--- src/rtl/pipe_stage_skid_if.sv ---
// Valid/ready channel carrying one pipeline entry (payload plus
// register-file write-enable). The producer side uses the master modport
// and the consumer side uses the slave modport.
interface pipe_stage_skid_if #(
  parameter int DATA_W = 128
) ();
  logic              valid;
  logic              ready;
  logic [DATA_W-1:0] data;
  logic              wen;

  modport master (output valid, output data, output wen, input ready);
  modport slave  (input valid, input data, input wen, output ready);
endinterface

--- src/rtl/pipe_stage_skid.sv ---
// Two-entry skid-buffered pipeline stage. The main register drives the
// downstream channel and the skid register absorbs the one extra entry that
// can arrive while in_ready is still registered high. The upstream ready is
// fully registered, so there is no combinational path from out_ready back to
// in_ready. A flush squashes every held entry; a saturating counter records
// the cycles in which the downstream consumer stalls a valid entry.
module pipe_stage_skid #(
  parameter int DATA_W = 128,
  parameter int CNT_W  = 16
) (
  input  logic              clk,
  input  logic              rst,
  input  logic              flush,
  pipe_stage_skid_if.slave  in_ch,
  pipe_stage_skid_if.master out_ch,
  output logic [1:0]        occupancy,
  output logic [CNT_W-1:0]  stall_cnt
);

  localparam logic [1:0] ST_EMPTY = 2'd0;
  localparam logic [1:0] ST_ONE   = 2'd1;
  localparam logic [1:0] ST_TWO   = 2'd2;

  logic [1:0]        state_q, state_d;
  logic [DATA_W-1:0] main_data_q, main_data_d;
  logic              main_wen_q, main_wen_d;
  logic [DATA_W-1:0] skid_data_q, skid_data_d;
  logic              skid_wen_q, skid_wen_d;
  logic              in_ready_q, in_ready_d;
  logic [CNT_W-1:0]  stall_cnt_q, stall_cnt_d;

  logic accept;
  logic out_valid;

  assign out_valid    = (state_q != ST_EMPTY);
  assign accept       = in_ch.valid & in_ready_q;

  assign in_ch.ready  = in_ready_q;
  assign out_ch.valid = out_valid;
  assign out_ch.data  = main_data_q;
  assign out_ch.wen   = main_wen_q & out_valid;
  assign occupancy    = state_q;
  assign stall_cnt    = stall_cnt_q;

  // Next-state and register-move decisions; flush overrides every transition
  always_comb begin
    state_d     = state_q;
    main_data_d = main_data_q;
    main_wen_d  = main_wen_q;
    skid_data_d = skid_data_q;
    skid_wen_d  = skid_wen_q;

    if (flush) begin
      state_d    = ST_EMPTY;
      main_wen_d = 1'b0;
      skid_wen_d = 1'b0;
    end else begin
      case (state_q)
        ST_EMPTY: begin
          if (accept) begin
            state_d     = ST_ONE;
            main_data_d = in_ch.data;
            main_wen_d  = in_ch.wen;
          end
        end
        ST_ONE: begin
          if (accept && out_ch.ready) begin
            main_data_d = in_ch.data;
            main_wen_d  = in_ch.wen;
          end else if (accept) begin
            state_d     = ST_TWO;
            skid_data_d = in_ch.data;
            skid_wen_d  = in_ch.wen;
          end else if (out_ch.ready) begin
            state_d    = ST_EMPTY;
            main_wen_d = 1'b0;
          end
        end
        ST_TWO: begin
          if (out_ch.ready) begin
            state_d     = ST_ONE;
            main_data_d = skid_data_q;
            main_wen_d  = skid_wen_q;
            skid_wen_d  = 1'b0;
          end
        end
        default: begin
          state_d    = ST_EMPTY;
          main_wen_d = 1'b0;
          skid_wen_d = 1'b0;
        end
      endcase
    end

    in_ready_d = (state_d != ST_TWO);
  end

  // Stall counter saturates at all-ones and keeps counting through flushes
  always_comb begin
    stall_cnt_d = stall_cnt_q;
    if (out_valid && !out_ch.ready && (stall_cnt_q != {CNT_W{1'b1}})) begin
      stall_cnt_d = stall_cnt_q + CNT_W'(1);
    end
  end

  // State and storage registers; reset empties the stage and holds off upstream
  always_ff @(posedge clk or negedge rst) begin
    if (!rst) begin
      state_q     <= ST_EMPTY;
      main_data_q <= '0;
      main_wen_q  <= 1'b0;
      skid_data_q <= '0;
      skid_wen_q  <= 1'b0;
      in_ready_q  <= 1'b0;
      stall_cnt_q <= '0;
    end else begin
      state_q     <= state_d;
      main_data_q <= main_data_d;
      main_wen_q  <= main_wen_d;
      skid_data_q <= skid_data_d;
      skid_wen_q  <= skid_wen_d;
      in_ready_q  <= in_ready_d;
      stall_cnt_q <= stall_cnt_d;
    end
  end

endmodule

--- src/flat_wrapper.sv ---
// flat-port wrapper written by rule: the top's interface ports become plain ports
module pipe_stage_skid_flat 
#(
  parameter int DATA_W = 128,
  parameter int CNT_W  = 16
)
  (clk, rst, flush, occupancy, stall_cnt, in_ch_valid, in_ch_data, in_ch_wen, in_ch_ready, out_ch_valid, out_ch_data, out_ch_wen, out_ch_ready);
  pipe_stage_skid_if #(.DATA_W(DATA_W)) in_ch_i ();
  pipe_stage_skid_if #(.DATA_W(DATA_W)) out_ch_i ();
  input  logic clk;
  input  logic rst;
  input  logic flush;
  output logic [1:0] occupancy;
  output logic [CNT_W-1:0] stall_cnt;
  input wire logic [$bits(in_ch_i.valid)-1:0] in_ch_valid;
  input wire logic [$bits(in_ch_i.data)-1:0] in_ch_data;
  input wire logic [$bits(in_ch_i.wen)-1:0] in_ch_wen;
  output wire logic [$bits(in_ch_i.ready)-1:0] in_ch_ready;
  output wire logic [$bits(out_ch_i.valid)-1:0] out_ch_valid;
  output wire logic [$bits(out_ch_i.data)-1:0] out_ch_data;
  output wire logic [$bits(out_ch_i.wen)-1:0] out_ch_wen;
  input wire logic [$bits(out_ch_i.ready)-1:0] out_ch_ready;
  assign in_ch_i.valid = in_ch_valid;
  assign in_ch_i.data = in_ch_data;
  assign in_ch_i.wen = in_ch_wen;
  assign in_ch_ready = in_ch_i.ready;
  assign out_ch_valid = out_ch_i.valid;
  assign out_ch_data = out_ch_i.data;
  assign out_ch_wen = out_ch_i.wen;
  assign out_ch_i.ready = out_ch_ready;
  pipe_stage_skid #(.DATA_W(DATA_W), .CNT_W(CNT_W)) u_core (.clk(clk), .rst(rst), .flush(flush), .in_ch(in_ch_i), .out_ch(out_ch_i), .occupancy(occupancy), .stall_cnt(stall_cnt));
endmodule
--- config.mk ---
export PLATFORM = sky130hd
export DESIGN_NAME = pipe_stage_skid_flat
export DESIGN_NICKNAME = d
export VERILOG_FILES = /design/src/rtl/pipe_stage_skid_if.sv /design/src/rtl/pipe_stage_skid.sv /design/src/flat_wrapper.sv
export SDC_FILE = /design/constraint.sdc
export NUM_CORES = 1
export LEC_CHECK = 0
export ABC_CLOCK_PERIOD_IN_PS = 3170
export CAP_MARGIN = 20
export CELL_PAD_IN_SITES_DETAIL_PLACEMENT = 0
export CELL_PAD_IN_SITES_GLOBAL_PLACEMENT = 1
export CORE_MARGIN = 10
export CORE_UTILIZATION = 40
export CTS_BUF_LIST = sky130_fd_sc_hd__clkbuf_8 sky130_fd_sc_hd__clkbuf_16
export DETAILED_ROUTE_END_ITERATION = 10
export PLACE_DENSITY_LB_ADDON = 0.05
export SYNTH_ARGS = -nofsm -noshare
export SYNTH_HDL_FRONTEND = slang
export SYNTH_SLANG_ARGS = --single-unit
export TNS_END_PERCENT = 20
--- constraint.sdc ---
create_clock -name clk -period 3.17 [get_ports clk]
set_clock_uncertainty 0.2 [all_clocks]
set_input_delay 0.634 -clock clk [delete_from_list [all_inputs] [get_ports clk]]
set_output_delay 0.634 -clock clk [all_outputs]
set_load 0.1 [all_outputs]
==> results of run 1 <==
[worst max-delay path by stage]
stage	cells after the start	endpoint	slack, ps
after floorplan	3	out_ch_wen	50
after global placement	7	u_core.out_ch.data[71]	440
after detailed placement	7	u_core.out_ch.data[73]	410
after CTS	3	out_ch_wen	410
after global routing	3	out_ch_wen	350
final	3	out_ch_wen	450
[synth_stat cells, drive strengths merged (2+ instances only)]
cell     n  area [um2]
buf     60         478
nor2   135         532
o21ai    2        10.0
a21oi  131         813
nand3    7        35.0
and4     3        26.3
xnor2   10        87.6
mux2   129        1450
a31oi    3        33.8
inv      3        11.3
nor2b    2        12.5
nand4    8        50.1
o21a     2        15.0
mux2i  130        1300
nor4     2        18.8
nand2    6        22.5
and3     3        18.8
dfrtp  277        6930
[power breakdown]
| part | total (mW) | switching (mW) | internal [mW] | leakage (nW) |
|---|---|---|---|---|
| clock network | 3.55 | 1.41 | 2.14 | 0.542 |
| logic | 4.84 | 3.60 | 1.25 | 3.96 |
| registers | 4.94 | 0.523 | 4.41 | 3.26 |
| total | 13.3 | 5.53 | 7.79 | 7.76 |
[registers in the layout (all words and copies together), names as in the netlist]
register            cells
u_core.skid_data_q    128
u_core.occupancy        2
u_core.in_ch.ready      1
u_core.main_wen_q       1
u_core.stall_cnt       16
u_core.skid_wen_q       1
u_core.out_ch.data    128
[metrics by stage]
stage | hold slack (ps) | setup slack [ps] | instances | power (mW) | utilization, %
floorplan | 138 | 48.9 | 934 | 8.60 | -
global placement | 272 | 443 | 1572 | 9.82 | 50.4
detailed placement | 280 | 405 | 1572 | 9.89 | 50.4
CTS | 294 | 405 | 1630 | 13.5 | 53.9
global route | 300 | 350 | 1632 | 14.0 | 53.9
finish | 287 | 446 | 1633 | 13.3 | 53.9
[cell type report]
| class | count | area (um2) | area share (%) |
|---|---|---|---|
| antenna | 3 | 7.51 | 0.0470 |
| clock buffer | 40 | 900 | 5.63 |
| clock inverter | 17 | 128 | 0.798 |
| inverter | 3 | 11.3 | 0.0705 |
| multi-input combinational | 593 | 4640 | 29.0 |
| sequential | 277 | 6930 | 43.4 |
| tap | 390 | 488 | 3.05 |
| timing repair buffer | 310 | 2880 | 18.0 |
[worst max-delay path: stages (launching register included)]
cell	delay (ps)
dfrtp_1	560
or2_2	370
and2_2	190
buf_4	230
[routing by layer]
metal  GRT usage [%]  part of all wire, %
met2            25.5                   46
met5               0                0.036
met4            3.40                  2.0
met1            21.4                   46
met3            4.06                  5.9
[kinds of logic after synthesis]
| family | Yosys count | share of synthesized area [%] |
|---|---|---|
| AND/OR/NAND/NOR | 175 | 6.53 |
| multiplexers | 259 | 22.9 |
| flip-flops | 277 | 57.6 |
| buffers and inverters | 64 | 4.09 |
| XOR/XNOR | 11 | 0.800 |
| adder cells (fa/ha/maj) | 1 | 0.104 |
| AO/OA/AOI/OAI | 147 | 8.04 |
[cell usage in the layout, fill, tap and decap left out, types with 17 or more instances in the layout]
cell	synthesis	layout
mux2_2	20	20
dfrtp_1	277	277
clkbuf_16	0	31
a21oi_1	89	89
mux2i_1	130	130
buf_4	17	159
buf_12	0	17
mux2_1	109	109
a21oi_2	42	42
clkdlybuf4s50_1	0	132
nor2_1	125	125
==> flow_metrics.py, run 1 <==
metrics = {
    "die": {
        "coreArea_um2": 29600,
        "start_util_pct": 40.6,
        "fp.dieH_um": 194,
        "pin_count": 283,
        "rows": 63,
        "die_w_um": 194,
        "dieArea_um2": 37400,
    },
    "routing": {
        "wl_per_cell_um": 18.7,
        "vias": 7987,
        "drc": 0,
        "via_per_inst": 4.89,
        "first_pass_iters": 6,
        "drtIter0Drc": 329,
        "ant_nets": 0,
        "totalWireLength_mm": 30.5,
    },
    "cts": {
        "hold_buffers": 1,
        "clock_path_buffers": 3,
        "clkTransAtPathRegs_ps": 60,
        "postCtsSetupBuffers": 0,
        "h-tree-depth": 1,
        "cts-root-buf": "clkbuf_16",
        "clkSinkCount": 277,
        "cts_resized": 0,
        "cts_tree": "built",
        "clk_latency_ps": 540,
        "cts_buffers": 31,
    },
    "worst_setup_path": {
        "reg2regPathDepth": 6,
        "end_kind": "primary output",
        "crit_type": "reg -> out",
        "startpoint_type": "register",
        "crit_path_start": "u_core.occupancy[1]",
        "r2r_start": "u_core.occupancy[1]",
        "cp.required_ps": 2340,
        "rr_endpoint": "u_core.out_ch.data[73]",
        "cp_max_fo": 14,
        "crit_arrival_ps": 1890,
        "r2r_setup_slack_ps": 920,
    },
    "final_layout": {
        "drive_above_1_share_pct": 24.8,
        "fillers": 2676,
        "nNetsFinal": 1351,
        "area.growth.synth_to_final_pct": 32.7,
        "fin_area_um2": 16000,
    },
    "timing": {
        "grt_setup_unrepaired": "no",
        "report.final.slew_viol_count": 0,
        "hold_viol_final": 0,
        "fin_crit_ps": 2720,
        "max_freq_mhz": 367,
        "tns_ps": 0,
        "relSlewSlack_pct": 59.3,
        "fin_crit_sh_pct": 85.9,
        "setup_viol": 0,
        "worstMarginPinSlew_ps": 611,
    },
    "pwr": {
        "powerDensity_nw_per_um2": 834,
        "p_leak_nw": 7.76,
        "ir_drop_mv": 0.619,
    },
    "global_routing": {
        "grt_max_degree": 78,
        "overflow": 0,
        "gr-usage-all-layers_pct": 16.0,
        "grt_pass1_wl_mm": 49.5,
        "grt_pass1_vias": 8448,
        "antenna_found_initial": 3,
    },
    "placed_design": {
        "dp_hpwl_mm": 21.3,
        "io_buffers": 282,
        "place_area_um2": 14900,
        "finalWeightedCongestion": 0.742,
    },
    "logic_synthesis": {
        "synthCells": 934,
        "syn_nets": 1069,
        "async_flop_share_pct": 100,
        "synth_warnings": 0,
        "synth_seq_cells": 277,
        "synth_edf_count": 0,
        "synthesis.area_um2": 12000,
        "synth_cell_types": 47,
        "ys_seq_area_share_pct": 57.6,
        "synth_flop_cell": "dfrtp_1",
        "synth_area_per_cell_um2": 12.9,
    },
    "job": {
        "cap_violations": 0,
    },
    "outcome": {
        "status": "completed",
    },
    "min_path": {
        "min_from": "u_core.skid_data_q[45]",
        "min_path_cells": 1,
        "min_path_type": "reg -> reg",
        "min_to": "u_core.skid_data_q[45]",
    },
}
Power figures use the tool's default switching activity.
==> run 2, diff against run 1 <==
Settings changed: SKIP_LAST_GASP set to 1.
==> results of run 2 <==
Final layout, timing and power as in run 1 (identical DEF).
==> run 3, diff against run 2 <==
Settings changed: CAP_MARGIN 20 to unset, CORE_UTILIZATION 40 to 43.
==> run 3 against run 2 <==
Cell area shrank 1.2%. Worst setup slack got worse by 39 ps. Final cell count down 1.7%. Die area is 6.3% lower. First-iteration DRC count up 55%. Count of clock-buffer cells in the layout is 1 lower. Sequential cell count stayed put. Register-to-register slack better by 90 ps. Combinational power about the same. Non-clock buffer count shrank 5. Largest power group unchanged. Hold slack hardly changed. Critical endpoint unchanged. Largest cell class unchanged.
==> flow_metrics.py, run 3 (same netlist as run 1, synthesis figures left out) <==
metrics = {
    "die": {
        "rows": 61,
        "fp.dieH_um": 187,
        "dieArea_um2": 35100,
        "coreArea_um2": 27700,
        "die_w_um": 187,
        "pin_count": 283,
        "start_util_pct": 43.5,
    },
    "routing": {
        "ant_nets": 0,
        "drtIter0Drc": 511,
        "wl_per_cell_um": 18.6,
        "totalWireLength_mm": 29.8,
        "drc": 0,
        "first_pass_iters": 4,
        "vias": 8027,
        "via_per_inst": 5.00,
    },
    "timing": {
        "tns_ps": 0,
        "worstMarginPinSlew_ps": 594,
        "fin_crit_sh_pct": 87.1,
        "relSlewSlack_pct": 60.4,
        "setup_viol": 0,
        "report.final.slew_viol_count": 0,
        "fin_crit_ps": 2760,
        "grt_setup_unrepaired": "no",
        "hold_viol_final": 0,
        "setup_slack_ps": 408,
        "max_freq_mhz": 362,
    },
    "final_layout": {
        "fillers": 2393,
        "drive_above_1_share_pct": 23.9,
        "multi_input_area_um2": 4640,
        "final_cell_mix": "277 x dfrtp_1, 157 x buf_4, 132 x clkdlybuf4s50_1",
        "final_common_cell": "dfrtp_1",
        "area.growth.synth_to_final_pct": 31.1,
        "nNetsFinal": 1346,
        "regArea_um2": 6930,
    },
    "worst_setup_path": {
        "crit_type": "reg -> out",
        "rr_endpoint": "u_core.out_ch.data[88]",
        "crit_arrival_ps": 1930,
        "end_kind": "primary output",
        "r2r_setup_slack_ps": 1010,
        "r2r_start": "u_core.occupancy[0]",
        "cp_max_fo": 13,
        "cp.required_ps": 2340,
        "reg2regPathDepth": 4,
        "startpoint_type": "register",
    },
    "cts": {
        "hold_buffers": 1,
        "clkTransAtPathRegs_ps": 60,
        "cts_tree": "built",
        "cts_resized": 0,
        "h-tree-depth": 1,
        "cts_buffers": 31,
        "cts-root-buf": "clkbuf_16",
        "clkSinkCount": 277,
        "clock_path_buffers": 3,
        "clk_latency_ps": 540,
        "postCtsSetupBuffers": 0,
    },
    "min_path": {
        "min_from": "u_core.skid_data_q[19]",
        "min_to": "u_core.skid_data_q[19]",
        "min_path_type": "reg -> reg",
        "min_path_cells": 1,
    },
    "global_routing": {
        "grt_pass1_vias": 8290,
        "grt_max_degree": 73,
        "antenna_found_initial": 3,
        "overflow": 0,
        "gr-usage-all-layers_pct": 16.6,
        "grt_pass1_wl_mm": 47.7,
    },
    "pwr": {
        "powerDensity_nw_per_um2": 826,
        "power_mw": 13.0,
        "ir_drop_mv": 0.718,
        "p_leak_nw": 7.66,
    },
    "placed_design": {
        "place_ws_ps": 360,
        "io_buffers": 282,
        "finalWeightedCongestion": 0.767,
        "dp_hpwl_mm": 20.9,
    },
    "outcome": {
        "status": "completed",
    },
    "job": {
        "cap_violations": 0,
    },
}
## run 3: changes by cell type in the layout (fill, tap and decap cells not counted), moves of 2 or more
cell,previous run,this run
clkinv_2,9,1
buf_4,159,157
buf_12,17,14
bufinv_16,2,0
## run 3: area by class of cell
cell class	instances	share of cell area (%)
clock buffer	39	5.61
inverter	3	0.0713
sequential	277	43.9
multi-input combinational	593	29.4
clock inverter	9	0.246
tap	378	3.00
timing repair buffer	305	17.8
antenna	2	0.0317
## run 3: stage by stage
step | area [um2] | utilization (%) | hold WS [ps] | instances
2_1_floorplan | 12000 | - | 138 | 934
3_3_place_gp | 14800 | 53.6 | 272 | 1555
3_5_place_dp | 14800 | 53.6 | 280 | 1555
4_1_cts | 15800 | 57.0 | 292 | 1604
5_1_grt | 15800 | 57.0 | 296 | 1605
6_report | 15800 | 57.0 | 287 | 1606
## run 3: worst max path at each step
| stage | cells past startpoint | from | end |
|---|---|---|---|
| floorplan | 3 | u_core.occupancy[0] | out_ch_wen |
| global placement | 4 | out_ch_ready | u_core.stall_cnt[1] |
| detailed placement | 4 | out_ch_ready | u_core.stall_cnt[1] |
| CTS | 3 | u_core.occupancy[0] | out_ch_wen |
| global route | 3 | u_core.occupancy[0] | out_ch_wen |
| finish | 3 | u_core.occupancy[0] | out_ch_wen |
## run 3: power breakdown
part	internal [mW]	total, mW	switching (mW)
clock network	1.93	3.28	1.36
logic	1.24	4.83	3.59
registers	4.41	4.93	0.521
## run 3: per-layer routing
| metal | global-route usage, % | share of wire, % | vias up |
|---|---|---|---|
| met2 | 26.3 | 47 | 196 |
| li1 | - | - | 3832 |
| met5 | 0 | 0.044 | - |
| met1 | 22.4 | 46 | 3960 |
| met3 | 4.44 | 6.2 | 37 |
| met4 | 3.54 | 1.5 | 2 |
## run 3: critical path, cell delays in order (launching register included)
cell and delay [ps]:
dfrtp_1 560, or2_2 390, and2_2 200, buf_4 230
==> RTL edit 1, RTL diff (settings of run 3) <==
`DATA_W` is set to 128 in 3 places; all go to 256.
--- a/src/rtl/pipe_stage_skid_if.sv
+++ b/src/rtl/pipe_stage_skid_if.sv
@@ -3,5 +3,5 @@
 // and the consumer side uses the slave modport.
 interface pipe_stage_skid_if #(
-  parameter int DATA_W = 128
+  parameter int DATA_W = 256
 ) ();
   logic              valid;
--- a/src/rtl/pipe_stage_skid.sv
+++ b/src/rtl/pipe_stage_skid.sv
@@ -6,5 +6,5 @@
 // the cycles in which the downstream consumer stalls a valid entry.
 module pipe_stage_skid #(
-  parameter int DATA_W = 128,
+  parameter int DATA_W = 256,
   parameter int CNT_W  = 16
 ) (
--- a/src/flat_wrapper.sv
+++ b/src/flat_wrapper.sv
@@ -2,5 +2,5 @@
 module pipe_stage_skid_flat 
 #(
-  parameter int DATA_W = 128,
+  parameter int DATA_W = 256,
   parameter int CNT_W  = 16
 )
Interface: changed (resized in_ch_data and out_ch_data); port bits go from 283 to 539. No check against the original RTL was run, so the function may have changed too.
==> RTL edit 1 against run 3 <==
Routed wire length increased by 130%. Synthesized area increased by 83%. Core utilization increased by 1.9 points. Count of clock-buffer cells in the layout increased by 39. Setup slack got worse by 0.030 ns. Global-route usage increased by 5.8 points. Synthesized cell count increased by 120%. Register-to-register slack got worse by 0.18 ns. Sequential cell count increased by 256. Design area increased by 88%. Total power increased by 100%. Highest routed layer unchanged.
==> RTL edit 1: results (changes against run 3) <==
Run status
  – Status: complete, no violations

Detailed routing
  – Final WL: 69600 um (+130%)
  – Vias per cell: 5.19 (+3.8%)
  – WL/cell: 21.3 um (+15%)
  – Metal-1 WL: 28900 um (+110%)
  – DRT iter0 DRCs: 929 (+82%)

Die
  – Die area: 60600 sq um (+73%)

Global route
  – Largest net degree at the start of global routing: 104 (+42%)
  – First-pass GRT wire length: 105000 um (+120%)
  – Antenna violations before repair: 11 (+8)
  – Gr usage total: 22.4% (+5.8 points)

Place
  – Hpwl dp: 49000 um (+130%)
  – IO buf count: 538 (+91%)
  – Pre-CTS WS: 0.347 ns (-0.0133 ns)
  – GP Congestion: 0.809 (+5.5%)

Timing
  – Worst hold margin: 0.305 ns (+0.0178 ns)
  – Actual slew at the worst max-slew pin: 0.630 ns (+0.0361 ns)
  – Min Tclk post-route: 2.79 ns (+0.0303 ns)

Worst hold path
  – Hold_sp: u_core.skid_data_q[62]
  – Hold Path Sink: u_core.skid_data_q[62]

Layout
  – Register area: 13300 sq um (+92%)
  – Non-clk buf share: 18.3% (+0.50 points)
  – Fraction of layout cells with a size suffix above 1: 26.5% (+2.6 points)
  – Fin nets: 2807 (+110%)
  – Non-CTS buffers: 586 (+92%)
  – Fraction of area in multi-input gates: 26.8% (-2.6 points)
  – CLK BUF: 78 (+100%)
  – ANT cells: 5 (+3)

Worst setup path
  – Reg2Reg Capture Point: u_core.out_ch.data[169]
  – Critical R2R Launch: u_core.occupancy[1]
  – R2R Setup Slk: 0.83 ns (-0.18 ns)
  – Crit path DAT: 1.96 ns (+0.03 ns)
  – CP max FO: 14 (+1)
  – R2R cell count: 6 (+2)

Synthesis
  – Synth top area cells: dfrtp_1, mux2_2, nand2_1
  – Seq/Total Area, Yosys: 60.6% (+3.0 points)
  – Synth cell types: 41 (-13%)
  – Synthesized flop and latch total: 533 (+92%)
  – Cell count after synthesis: 2044 (+120%)
  – Synth cell count leaders: dfrtp_1, nand2_1, nor2_1

CTS
  – # H-tree levels: 2 (+1)
  – Num CTS Buffers: 58 (+87%)

Pwr
  – Clock group share of total power: 27.8% (+2.6 points)
  – Cell-internal power: 15500 uW (+100%)
  – Static leakage: 0.0131 uW (+71%)
  – Logic gate share of total power: 35.9% (-1.1 points)
  – Power in combinational cells: 9420 uW (+95%)
  – Peak supply drop: 0.568 mV (-21%)
==> RTL edit 1: changes by cell type in the layout (fill, tap and decap cells not counted), sizes merged, moves of 153 or more <==
cell,run 3,this run
buf,172,325
dfrtp,277,533
nand2,6,518
a31oi,3,259
==> RTL edit 1: cell families after synthesis <==
family / count (synthesis) / share of synthesized area [%]
AND/OR/NAND/NOR: 816 / 14.4
flip-flops: 533 / 60.6
AO/OA/AOI/OAI: 275 / 7.91
multiplexers: 259 / 13.2
buffers and inverters: 149 / 3.40
XOR/XNOR: 11 / 0.438
adder cells (fa/ha/maj): 1 / 0.0568
==> RTL edit 1: layer usage <==
layer	GRT usage, %	up-vias
met5	0	-
met4	6.73	12
met3	7.00	89
met2	36.2	427
met1	28.4	8472
li1	-	7957
==> RTL edit 1: worst register-to-register path: cells and delay by family, from the launching register on <==
family | cells | cell delay (ns)
buf+inv | 2 | 0.47
compound gates | 2 | 0.55
simple gates | 2 | 0.47
flops | 1 | 0.56
==> RTL edit 2, RTL diff (flow settings as in run 3) <==
Without the edit above. Make the reset (`rst`) synchronous in one clocked block.
--- a/src/rtl/pipe_stage_skid.sv
+++ b/src/rtl/pipe_stage_skid.sv
@@ -105,5 +105,5 @@
 
   // State and storage registers; reset empties the stage and holds off upstream
-  always_ff @(posedge clk or negedge rst) begin
+  always_ff @(posedge clk) begin
     if (!rst) begin
       state_q     <= ST_EMPTY;
Check against the original RTL: differs if rst is asserted again (counterexample within 4 cycles, from zero or initial values and one cycle with rst low); with rst held inactive, the same outputs for 4 cycles.
==> RTL edit 2 against run 3 <==
Synthesized area fell by 3.1%. Register-to-register slack got worse by 0.24 ns. Sequential cell count did not move. Synthesized cell count rose by 54%. Routed wire length rose by 30%. Setup slack improved by 0.061 ns. Worst hold slack got worse by 0.032 ns. First-iteration DRC count rose by 45%. Design area fell by 1.9%. Critical path type unchanged.
Power is not compared: it rests on default switching activity, and its combinational part moved more than twofold at a synthesized area within 25%.
==> RTL edit 2: results (changes against run 3) <==
Layout
  – ANT cells: 0 (-2)
  – Fraction of layout cells with a size suffix above 1: 22.4% (-1.5 points)
  – Fin nets: 1774 (+32%)
  – # fillers: 2443 (+2.1%)

Global route
  – First-pass GRT wire length: 60500 um (+27%)
  – Antenna violations before repair: 0 (-3)
  – Vias in the first global route: 10.7k (+29%)
  – Gr usage total: 21.5% (+4.9 points)
  – Largest net degree at the start of global routing: 106 (+45%)

CTS
  – Clock Latency Late Sink: 0.56 ns (+0.02 ns)
  – CTS root buf: clkbuf_16
  – Clk slew on worst S/H paths: 0.06 ns (about the same)
  – Clock buffer depth: 3 (unchanged)
  – Postcts setup bufs: 0 (unchanged)
  – Cts repair resizes: 0 (unchanged)
  – # H-tree levels: 1 (unchanged)
  – Num CTS Buffers: 30 (-3.2%)

Detailed routing
  – Vias per cell: 5.67 (+14%)
  – DR pass1 iterations: 5 (+1)
  – DRT iter0 DRCs: 740 (+45%)
  – WL/cell: 19.3 um (+3.9%)

Synthesis
  – Synth Flop Type: dfxtp_1
  – Synth cell count leaders: nand2_1, dfxtp_1, a21oi_1
  – Synth cell types: 44 (-6.4%)
  – Seq/Total Area, Yosys: 47.5% (-10 points)
  – Synth top area cells: dfxtp_1, nand2_1, a2111oi_0
  – Mux contribution to synthesized area: 0.343% (-23 points)
  – Synth Area in XOR/XNOR: 0.150% (-0.65 points)
  – Complex-gate fraction of the synthesized area: 26.6% (+19 points)
  – Synthesis Warnings: 0 (unchanged)
  – Syn_nets: 1574 (+47%)
  – Synth Area in Adders: 0.107% (+0.0033 points)
  – Ys async rst share: 0% (-100 points)

Worst setup path
  – R2R Setup Slk: 0.77 ns (-0.24 ns)
  – CP max FO: 13 (unchanged)
  – Crit-path slowest cell: dfxtp_1
  – Crit path DAT: 1.87 ns (-0.06 ns)
  – CP max stage delay: 0.67 ns (+0.11 ns)

Timing
  – Actual slew at the worst max-slew pin: 1.01 ns (+0.416 ns)
  – Worst hold margin: 0.255 ns (-0.0325 ns)

Pwr
  – Peak supply drop: 0.367 mV
  – Static leakage: 0.00580 uW

Place
  – GP Congestion: 0.776 (+1.1%)
  – Placed cell area: 14500 sq um (-2.5%)
  – IO buf count: 282 (unchanged)
  – Hpwl dp: 23600 um (+13%)

Worst hold path
  – Min-delay worst type: flip-flop to flip-flop

Run status
  – Status: complete, no violations
RTL edit 2: cell count changes after synthesis, moves of 51 or more:
cell / change
a2111oi_0: +127
mux2i_1: -126
dfrtp_1: -277
a31o_2: +119
nor2_1: -118
dfxtp_1: +277
nand2_1: +517
clkbuf_1: +130
mux2_1: -109
a21oi_1: +51
RTL edit 2: worst paths after layout:
check                          from  cells past startpoint                 endpoint
max             u_core.occupancy[1]                      3               out_ch_wen
min          u_core.skid_data_q[57]                      2   u_core.skid_data_q[57]
max reg2reg     u_core.occupancy[1]                      5  u_core.out_ch.data[103]
min reg2reg  u_core.skid_data_q[57]                      2   u_core.skid_data_q[57]
RTL edit 2: cell type report:
class | count | area share, %
well taps | 341 | 2.75
clock inverters | 15 | 0.695
flip-flops and latches | 277 | 35.8
inverters | 4 | 0.129
repair buffers | 319 | 19.0
multi-input cells | 1007 | 35.8
clock buffers | 41 | 5.82
RTL edit 2: worst max-delay path: cells and delay by family, from the launching register on:
kind          cells  cell delay (ns)
buf+inv           1             0.28
flops             1             0.67
simple gates      2             0.37
RTL edit 2: metal layers:
layer  track usage, %  wire length, um  vias up
met5                0                0        -
met4             5.36              843        0
met3             5.18             2990       54
met2             33.1            17600      355
met1             29.7            17300     5435
li1                 -                -     5528
RTL edit 2: power breakdown:
part           switching, uW  total, uW  internal [uW]
combinational            739       1070            328
sequential              42.7       3590           3540
clock                   1430       3490           2060
RTL edit 2: per-stage QoR:
stage	util, %	std cells	worst slack (ns)
6_report	57.8	2004	0.469
5_1_grt	57.8	2004	0.349
4_1_cts	57.8	2004	0.457
3_5_place_dp	54.0	1948	0.227
3_3_place_gp	54.0	1948	0.253
2_1_floorplan	-	1439	0.0475
